File: src/rtl/cache_fill_arbiter.sv
// Arbitrates I-cache and D-cache misses onto one multi-cycle main memory and
// streams a full 16-byte block back into the granted cache.
module cache_fill_arbiter #(
    parameter int ADDR_W        = 16,
    parameter int WORDS_PER_BLK = 8
) (
    input  logic              clk,
    input  logic              rst_n,
    input  logic              I_miss,
    input  logic [ADDR_W-1:0] I_miss_addr,
    input  logic              D_miss,
    input  logic [ADDR_W-1:0] D_miss_addr,
    output logic              mem_en,
    output logic [ADDR_W-1:0] mem_addr,
    input  logic              mem_data_valid,
    input  logic [15:0]       mem_data_in,
    output logic [15:0]       fill_data,
    output logic [2:0]        fill_word,
    output logic              I_data_we,
    output logic              D_data_we,
    output logic              I_tag_we,
    output logic              D_tag_we,
    output logic              I_fill_done,
    output logic              D_fill_done,
    output logic              busy
);

    localparam int                CNT_W     = 4;
    localparam logic [CNT_W-1:0]  NUM_WORDS = CNT_W'(WORDS_PER_BLK);
    localparam logic [CNT_W-1:0]  LAST_WORD = CNT_W'(WORDS_PER_BLK - 1);

    typedef enum logic [1:0] {IDLE, FILL, DONE} state_t;
    typedef enum logic [1:0] {GNT_NONE, GNT_I, GNT_D} grant_t;

    state_t            state;
    grant_t            grant;
    logic [ADDR_W-5:0] blk;
    logic [CNT_W-1:0]  issue_cnt;
    logic [CNT_W-1:0]  recv_cnt;

    logic rx_fire;
    logic rx_last;

    // Byte offsets inside the block are irrelevant: the whole block is refilled.
    logic unused_addr_bits;
    assign unused_addr_bits = ^{I_miss_addr[3:0], D_miss_addr[3:0]};

    // NOTE: sequential state uses non-blocking assignments so every register
    // samples the pre-edge values of its peers, independent of statement order.
    always_ff @(posedge clk or negedge rst_n) begin
        if (!rst_n) begin
            state     <= IDLE;
            grant     <= GNT_NONE;
            blk       <= '0;
            issue_cnt <= '0;
            recv_cnt  <= '0;
        end else begin
            case (state)
                IDLE: begin
                    issue_cnt <= '0;
                    recv_cnt  <= '0;
                    if (D_miss) begin
                        grant <= GNT_D;
                        blk   <= D_miss_addr[ADDR_W-1:4];
                        state <= FILL;
                    end else if (I_miss) begin
                        grant <= GNT_I;
                        blk   <= I_miss_addr[ADDR_W-1:4];
                        state <= FILL;
                    end
                end
                FILL: begin
                    if (mem_en) begin
                        issue_cnt <= issue_cnt + CNT_W'(1);
                    end
                    if (rx_fire) begin
                        recv_cnt <= recv_cnt + CNT_W'(1);
                        if (rx_last) begin
                            grant <= GNT_NONE;
                            state <= DONE;
                        end
                    end
                end
                // The tag write lands during this cycle, so the served miss
                // line is already low when IDLE arbitrates again.
                DONE: begin
                    grant <= GNT_NONE;
                    state <= IDLE;
                end
                default: begin
                    state <= IDLE;
                end
            endcase
        end
    end

    assign mem_en   = (state == FILL) && (issue_cnt < NUM_WORDS);
    assign mem_addr = mem_en ? {blk, issue_cnt[2:0], 1'b0} : '0;

    // Returned words arrive in issue order, so recv_cnt is the word index.
    assign rx_fire   = (state == FILL) && mem_data_valid;
    assign rx_last   = rx_fire && (recv_cnt == LAST_WORD);
    assign fill_data = rx_fire ? mem_data_in : '0;
    assign fill_word = rx_fire ? recv_cnt[2:0] : '0;
    assign busy      = (state != IDLE);

    // NOTE: every output of this block gets a default first so no path
    // through the case leaves a value held, which would infer a latch.
    always_comb begin
        I_data_we   = 1'b0;
        D_data_we   = 1'b0;
        I_tag_we    = 1'b0;
        D_tag_we    = 1'b0;
        I_fill_done = 1'b0;
        D_fill_done = 1'b0;
        case (grant)
            GNT_I: begin
                I_data_we   = rx_fire;
                I_tag_we    = rx_last;
                I_fill_done = rx_last;
            end
            GNT_D: begin
                D_data_we   = rx_fire;
                D_tag_we    = rx_last;
                D_fill_done = rx_last;
            end
            default: ;
        endcase
    end

endmodule

File: config.mk
export PLATFORM = sky130hd
export DESIGN_NAME = cache_fill_arbiter
export DESIGN_NICKNAME = d
export VERILOG_FILES = /design/src/rtl/cache_fill_arbiter.sv
export SDC_FILE = /design/constraint.sdc
export NUM_CORES = 1
export LEC_CHECK = 0
export BUFFER_PORTS_ARGS = -buffer_cell sky130_fd_sc_hd__buf_4
export CAP_MARGIN = 20
export CORE_MARGIN = 2
export CORE_UTILIZATION = 46
export DETAILED_ROUTE_END_ITERATION = 6
export PLACE_DENSITY = 0.83
export RECOVER_POWER = 100
export SLEW_MARGIN = 20
export SYNTH_ARGS = -nofsm -noshare
export SYNTH_HDL_FRONTEND = slang
export SYNTH_SLANG_ARGS = --single-unit
File: constraint.sdc
create_clock -name clk -period 4.6 [get_ports clk]
set_input_delay 1.38 -clock clk [delete_from_list [all_inputs] [get_ports clk]]
set_output_delay 1.38 -clock clk [all_outputs]
set_load 0.1 [all_outputs]
---- Yosys cells after proc, flatten, opt, wreduce, memory -nomap -nowiden ----
Index checks and enable logic that the tools add are counted.
word-level totals
  bits in writable memories ............... 0
  memory bits (read-only) ................. 0
  bits in registers ....................... 24
  input bits .............................. 53
  memories kept ........................... 0
  word-level logic and storage cells ...... 52
  latch bits .............................. 0
operators by class
  divide/modulo/power cells ............... 0
  eq/ne operators ......................... 9
  bitwise operators ....................... 0
  reductions and logical operators ........ 13
  shift-type cells ........................ 0
  multiplexer cells ....................... 22
  add/sub/neg operators ................... 2
  $mul .................................... 0
  order comparisons ....................... 1
operators with widths
  kind                                               count
  two-way mux 16 bit                                 2
  two-way mux 12 bit                                 2
  case mux 4 bit (2 select lines)                    2
  two-way mux 2 bit                                  7
  adder 4 x 1 -> 4 bit, second input constant        2
  two-way mux 4 bit                                  2
  != test 2 bit, second input constant               3
  case mux 2 bit (3 select lines)                    1
  AND reduction 2 bit                                3
  nonzero test 2 bit                                 3
  == test 2 x 1 -> 1 bit, second input constant      2
  == test 2 bit, second input constant               2
  == test 4 x 3 -> 1 bit, second input constant      1
  less-than comparator 4 bit, second input constant  1
  two-way mux 1 bit                                  4
  case mux 2 bit (2 select lines)                    1
  AND reduction 4 bit                                1
  logical AND 1 bit                                  3
  two-way mux 3 bit                                  1
  != test 3 bit, second input constant               1
  AND reduction 3 bit                                1
  nonzero test 3 bit                                 1
  zero test 2 bit                                    1

---- Depth between registers and ports, before layout ----
  word-level depth ........................ 6
  depth in mapped cells ................... 6
  mapped depth without buffers ............ 6

---- Worst setup path after synthesis ----
Ideal clock, no wire load.
  kind .................................... input-to-output
  start ................................... in mem_data_valid
  end ..................................... out I_tag_we
  required time ........................... 3.220 ns
  path slack .............................. -0.608 ns
  arrival ................................. 3.828 ns
  stages on the path ...................... 4
  path through ............................ and3_2 > nand2_1 > nor2_1 > buf_4
on the way
  cells in the longest elaborated chain, start to end .. 3
RTL lines
  element             RTL line  text
  start: declaration  15        input logic mem_data_valid,
  logical AND 1 bit   101       assign rx_fire = (state == FILL) && mem_data_valid;
  logical AND 1 bit   102       assign rx_last = rx_fire && (recv_cnt == LAST_WORD);
  two-way mux 1 bit   n/a
  end: declaration    21        output logic I_tag_we,
No other way between the ends.

---- Worst setup path after layout ----
  start ................................... reg state[1]
  end ..................................... out mem_addr[14]
on the way
  cells in the longest elaborated chain, start to end .. 3
RTL lines
  element                   RTL line  text
  start: declaration        35        state_t state;
  start signal: assignment  52        state <= IDLE;
  start signal: assignment  65        state <= FILL;
  start signal: assignment  69        state <= FILL;
  == test 2 x 1 -> 1 bit    97        assign mem_en = (state == FILL) && (issue_cnt < NUM_WORDS);
  logical AND 1 bit         97
  two-way mux 16 bit        98        assign mem_addr = mem_en ? {blk, issue_cnt[2:0], 1'b0} : '0;
  end: declaration          14        output logic [ADDR_W-1:0] mem_addr,
No other way between the ends.

==> metrics list <==
- Area of the mapped netlist: 1510 µm²
* Slew of the pin with the lowest slew margin: 1220 ps
- Pwr Total: 0.00159 W
- Final nets: 305
- During placement, the flow inserted port buffers numbering 86.
- Vias in the first global route: 1341
- Average size of a mapped cell: 9.11 µm²
- Row generation in the floorplan step produced 20 rows.
- The first global-routing pass estimated 5.71 mm of wire.
* Cell taking the most area after synthesis: dfrtp_1
- Pin placement for this block handled 96 I/O pins.
* Antenna violations before repair: 0
- After clock tree synthesis, the setup repair step added 0 buffers.
- In the finished design, the share of the clock period the worst path needs comes to 0.917.
- Grouping stages by cell kind, the critical path spends the most delay in buffers and inverters.
- The largest individual stage delay along the critical path comes from the cell ha_1.
- Buffering stage count on the worst path with inverters included: 3
* Routed wire length: 3.72 mm
- The first routing iteration left 29 violations.
- Initial cell density of the core: 0.491
- The signal on the critical path passes through inv_1, ha_1, inv_1, nor2_2, and2_1, clkbuf_4.
* TritonCTS Sinks: 24
- Maximum count of clock buffers along a single path: 2
- Setup slack on the critical path of the routed design comes to 381 ps.
- Total of max-cap violations: 0
* Clock tree from TritonCTS: built
* P_leak: 1.10 nW
- Setup violations remaining at the end of the flow were counted as 0.
- Timing startpoint of the critical path: state[1]
- In this run, distinct cell masters in the synthesized netlist total 34.
* Worst R2R Start: state[1]
- Yosys attributes the largest share of cell area to dfrtp_1 (40%), mux2i_1 (8.6%), and3_1 (7.5%).
- The first detailed-routing pass ran for 4 iterations.
- In the final layout, the share of cells above drive strength 1 is 0.306.
- Switch share: 0.602
* Reg-to-reg critical path endpoint: issue_cnt[0]
* Cell type with the highest occurrence count on the critical path: inv_1
- Routed wirelength normalized by instance count: 12.9 µm
* Share of the yosys chip area belonging to registers: 0.397
- Number of instances on the worst hold path: 2
- Pwr/cell area: 756 nW/µm²
- The worst setup path is captured at a primary output.
* Post-Syn Instances: 166
- For this run, the top clock speed supported by timing is 237 MHz.
* Net count of the mapped netlist: 225
- 0 antenna diodes ended up in the layout.
- The startpoint identified for the worst hold timing path is blk[4].
* Via count: 1450
- Endpoint, Worst Hold: blk[4]
- Of the total power, registers draw 0.221.
- The worst setup path is of the flop to primary output kind.
* CP Max Fanout: 26
- The worst register-to-register path has a setup slack of 2290 ps.
* CTS Hold Bufs: 0
* Clock skew: 7.75 ps
- Number of buffers created by CTS: 3
- Count of warnings emitted by yosys: 0
- Global route total overflow: 0
* Largest incremental delay on the critical path: 640 ps
* DR DRC count: 0
- In the layout the commonest cells are buf_4 (57), clkbuf_1 (25), dfrtp_1 (24).
* Clk root buf: clkbuf_4
- The worst-case IR drop observed on VDD is 0.370 mV.
* Run status: complete, no violations
* Clock network latency to the later pin of the worst-skew pair: 310 ps
- Across every metal layer, demand over resource in global routing totals 0.202.
- The worst path in the final design needs a cycle of 4220 ps, including I/O delays and setup.
- Hold_ws: 489 ps
- Entering global routing, the biggest net connects 27 pins.
* Length in cells of the worst reg-to-reg path: 5
- CORE AREA: 3080 µm²
- Before CTS, the worst setup slack after placement is 860 ps.
* WP data arrival: 2840 ps
- The floorplan step defined a die boundary enclosing 3760 µm².
* Required time reported for the critical path endpoint: 3220 ps
* Vias per cell: 5.02
- The floorplan step set the die width to 61.3 µm.
- Of the total power, the clock network draws 0.095.
- Number of hold violations in the final report: 0
- Summed over all nets, the half-perimeter wirelength after detailed placement is 2.85 mm.
* #FFs+latches synth: 24
* H-tree depth: 1
* Routed Antenna Nets: 0
* Chip height: 61.3 µm
- Clock input transition at the sequential cells of the worst setup and hold paths: 140 ps
- The number of slew-limit violations in the final report is 0.
* Startpoint types: flop
* Internal Power: 0.000632 W
* Kind of path behind the tightest hold check: flop to flop
* Commonest non-fill, non-tap cell in the layout: buf_4
* Area share of the leading cell type in the synthesized netlist: 0.397
- Worst-case headroom to the max-slew limit: 0.184
- Setup repair after global routing missed its margin: no
* Final RePlAce weighted congestion: 0.770
- P_sw: 0.000957 W
* Area growth from synthesis to layout: 39.2%
* Number of gates given a new drive strength after cts: 0
- Part of the total power dissipated in combinational logic: 0.684
-- through the flow --
step                      TNS (ps)  instance area [µm²]  cells  utilization
final                            0                 2100    289        0.683
after global routing             0                 2100    289        0.683
after CTS                        0                 2210    289        0.720
after detailed placement         0                 2160    285        0.702
after global placement           0                 2160    285        0.702
after floorplan               -261                 1520    166            -
-- sequential cells by signal, summed over array words and instances, names as in the netlist --
signal	flops
recv_cnt	4
grant	2
state	2
issue_cnt	4
blk	12
-- how the worst max path moves through the flow --
stage	end	slack, ps	depth (start not counted)
after floorplan	I_tag_we	-140	4
final	mem_addr[14]	380	6
after global routing	mem_addr[14]	150	6
after detailed placement	I_fill_done	860	5
after CTS	mem_addr[4]	510	6
after global placement	I_tag_we	880	5
-- Yosys cell counts --
library cell	n
a21o_1	1
inv_2	1
o21ai_1	1
clkbuf_1	4
inv_1	5
buf_2	5
a211oi_1	1
and3_1	18
nor2b_4	1
and2_1	15
o311ai_2	1
and3_2	1
o21ai_0	19
nand2_1	18
a21oi_1	3
ha_1	6
mux2i_1	13
o21a_1	1
a41oi_1	1
or3_4	1
o22ai_1	1
nand3_1	2
xor2_1	1
o31ai_1	1
nand2b_1	3
o211ai_1	1
a31oi_4	1
dfrtp_1	24
a22o_1	1
mux2_2	2
buf_4	3
nor2_2	1
conb_1	1
nor2_1	8
-- worst min-delay path, stage by stage (launching register included) --
cell	delay, ps
dfrtp_1	360
nand2_1	40
o21ai_0	60
-- final cells by class --
type	instances	area [µm²]
clock buffers	3	22.5
clock inverters	1	30.0
fillers	284	975
inverters	6	22.5
multi-input cells	124	823
flip-flops and latches	24	601
well taps	44	55.1
repair buffers	87	549
-- power groups by stage --
stage	Sequential, W	Combinational (W)	Clock (W)
floorplan	0.000341	0.000912	0
global placement	0.000350	0.00111	0
detailed placement	0.000357	0.00113	0
CTS	0.000352	0.00113	0.000155
global route	0.000365	0.00115	0.000162
finish	0.000351	0.00109	0.000151
-- routing by layer --
layer / share of wire / track usage
met3: 0.059 / 0.0378
met5: 0 / 0
met2: 0.52 / 0.365
met1: 0.41 / 0.235
met4: 0.012 / 0.0776
-- logic make-up (layout without fill, tap and decap cells) --
logic type	after synthesis	in the layout	share of synthesized area
simple gates	68	68	0.246
xor+xnor	1	1	0.00580
buf+inv	18	97	0.0563
other cells	1	1	0.00248
compound gates	33	33	0.142
flops	24	24	0.397
fa+ha+maj	6	6	0.0497
mux	15	15	0.101
Note: power is estimated with default switching activity, not from simulation.
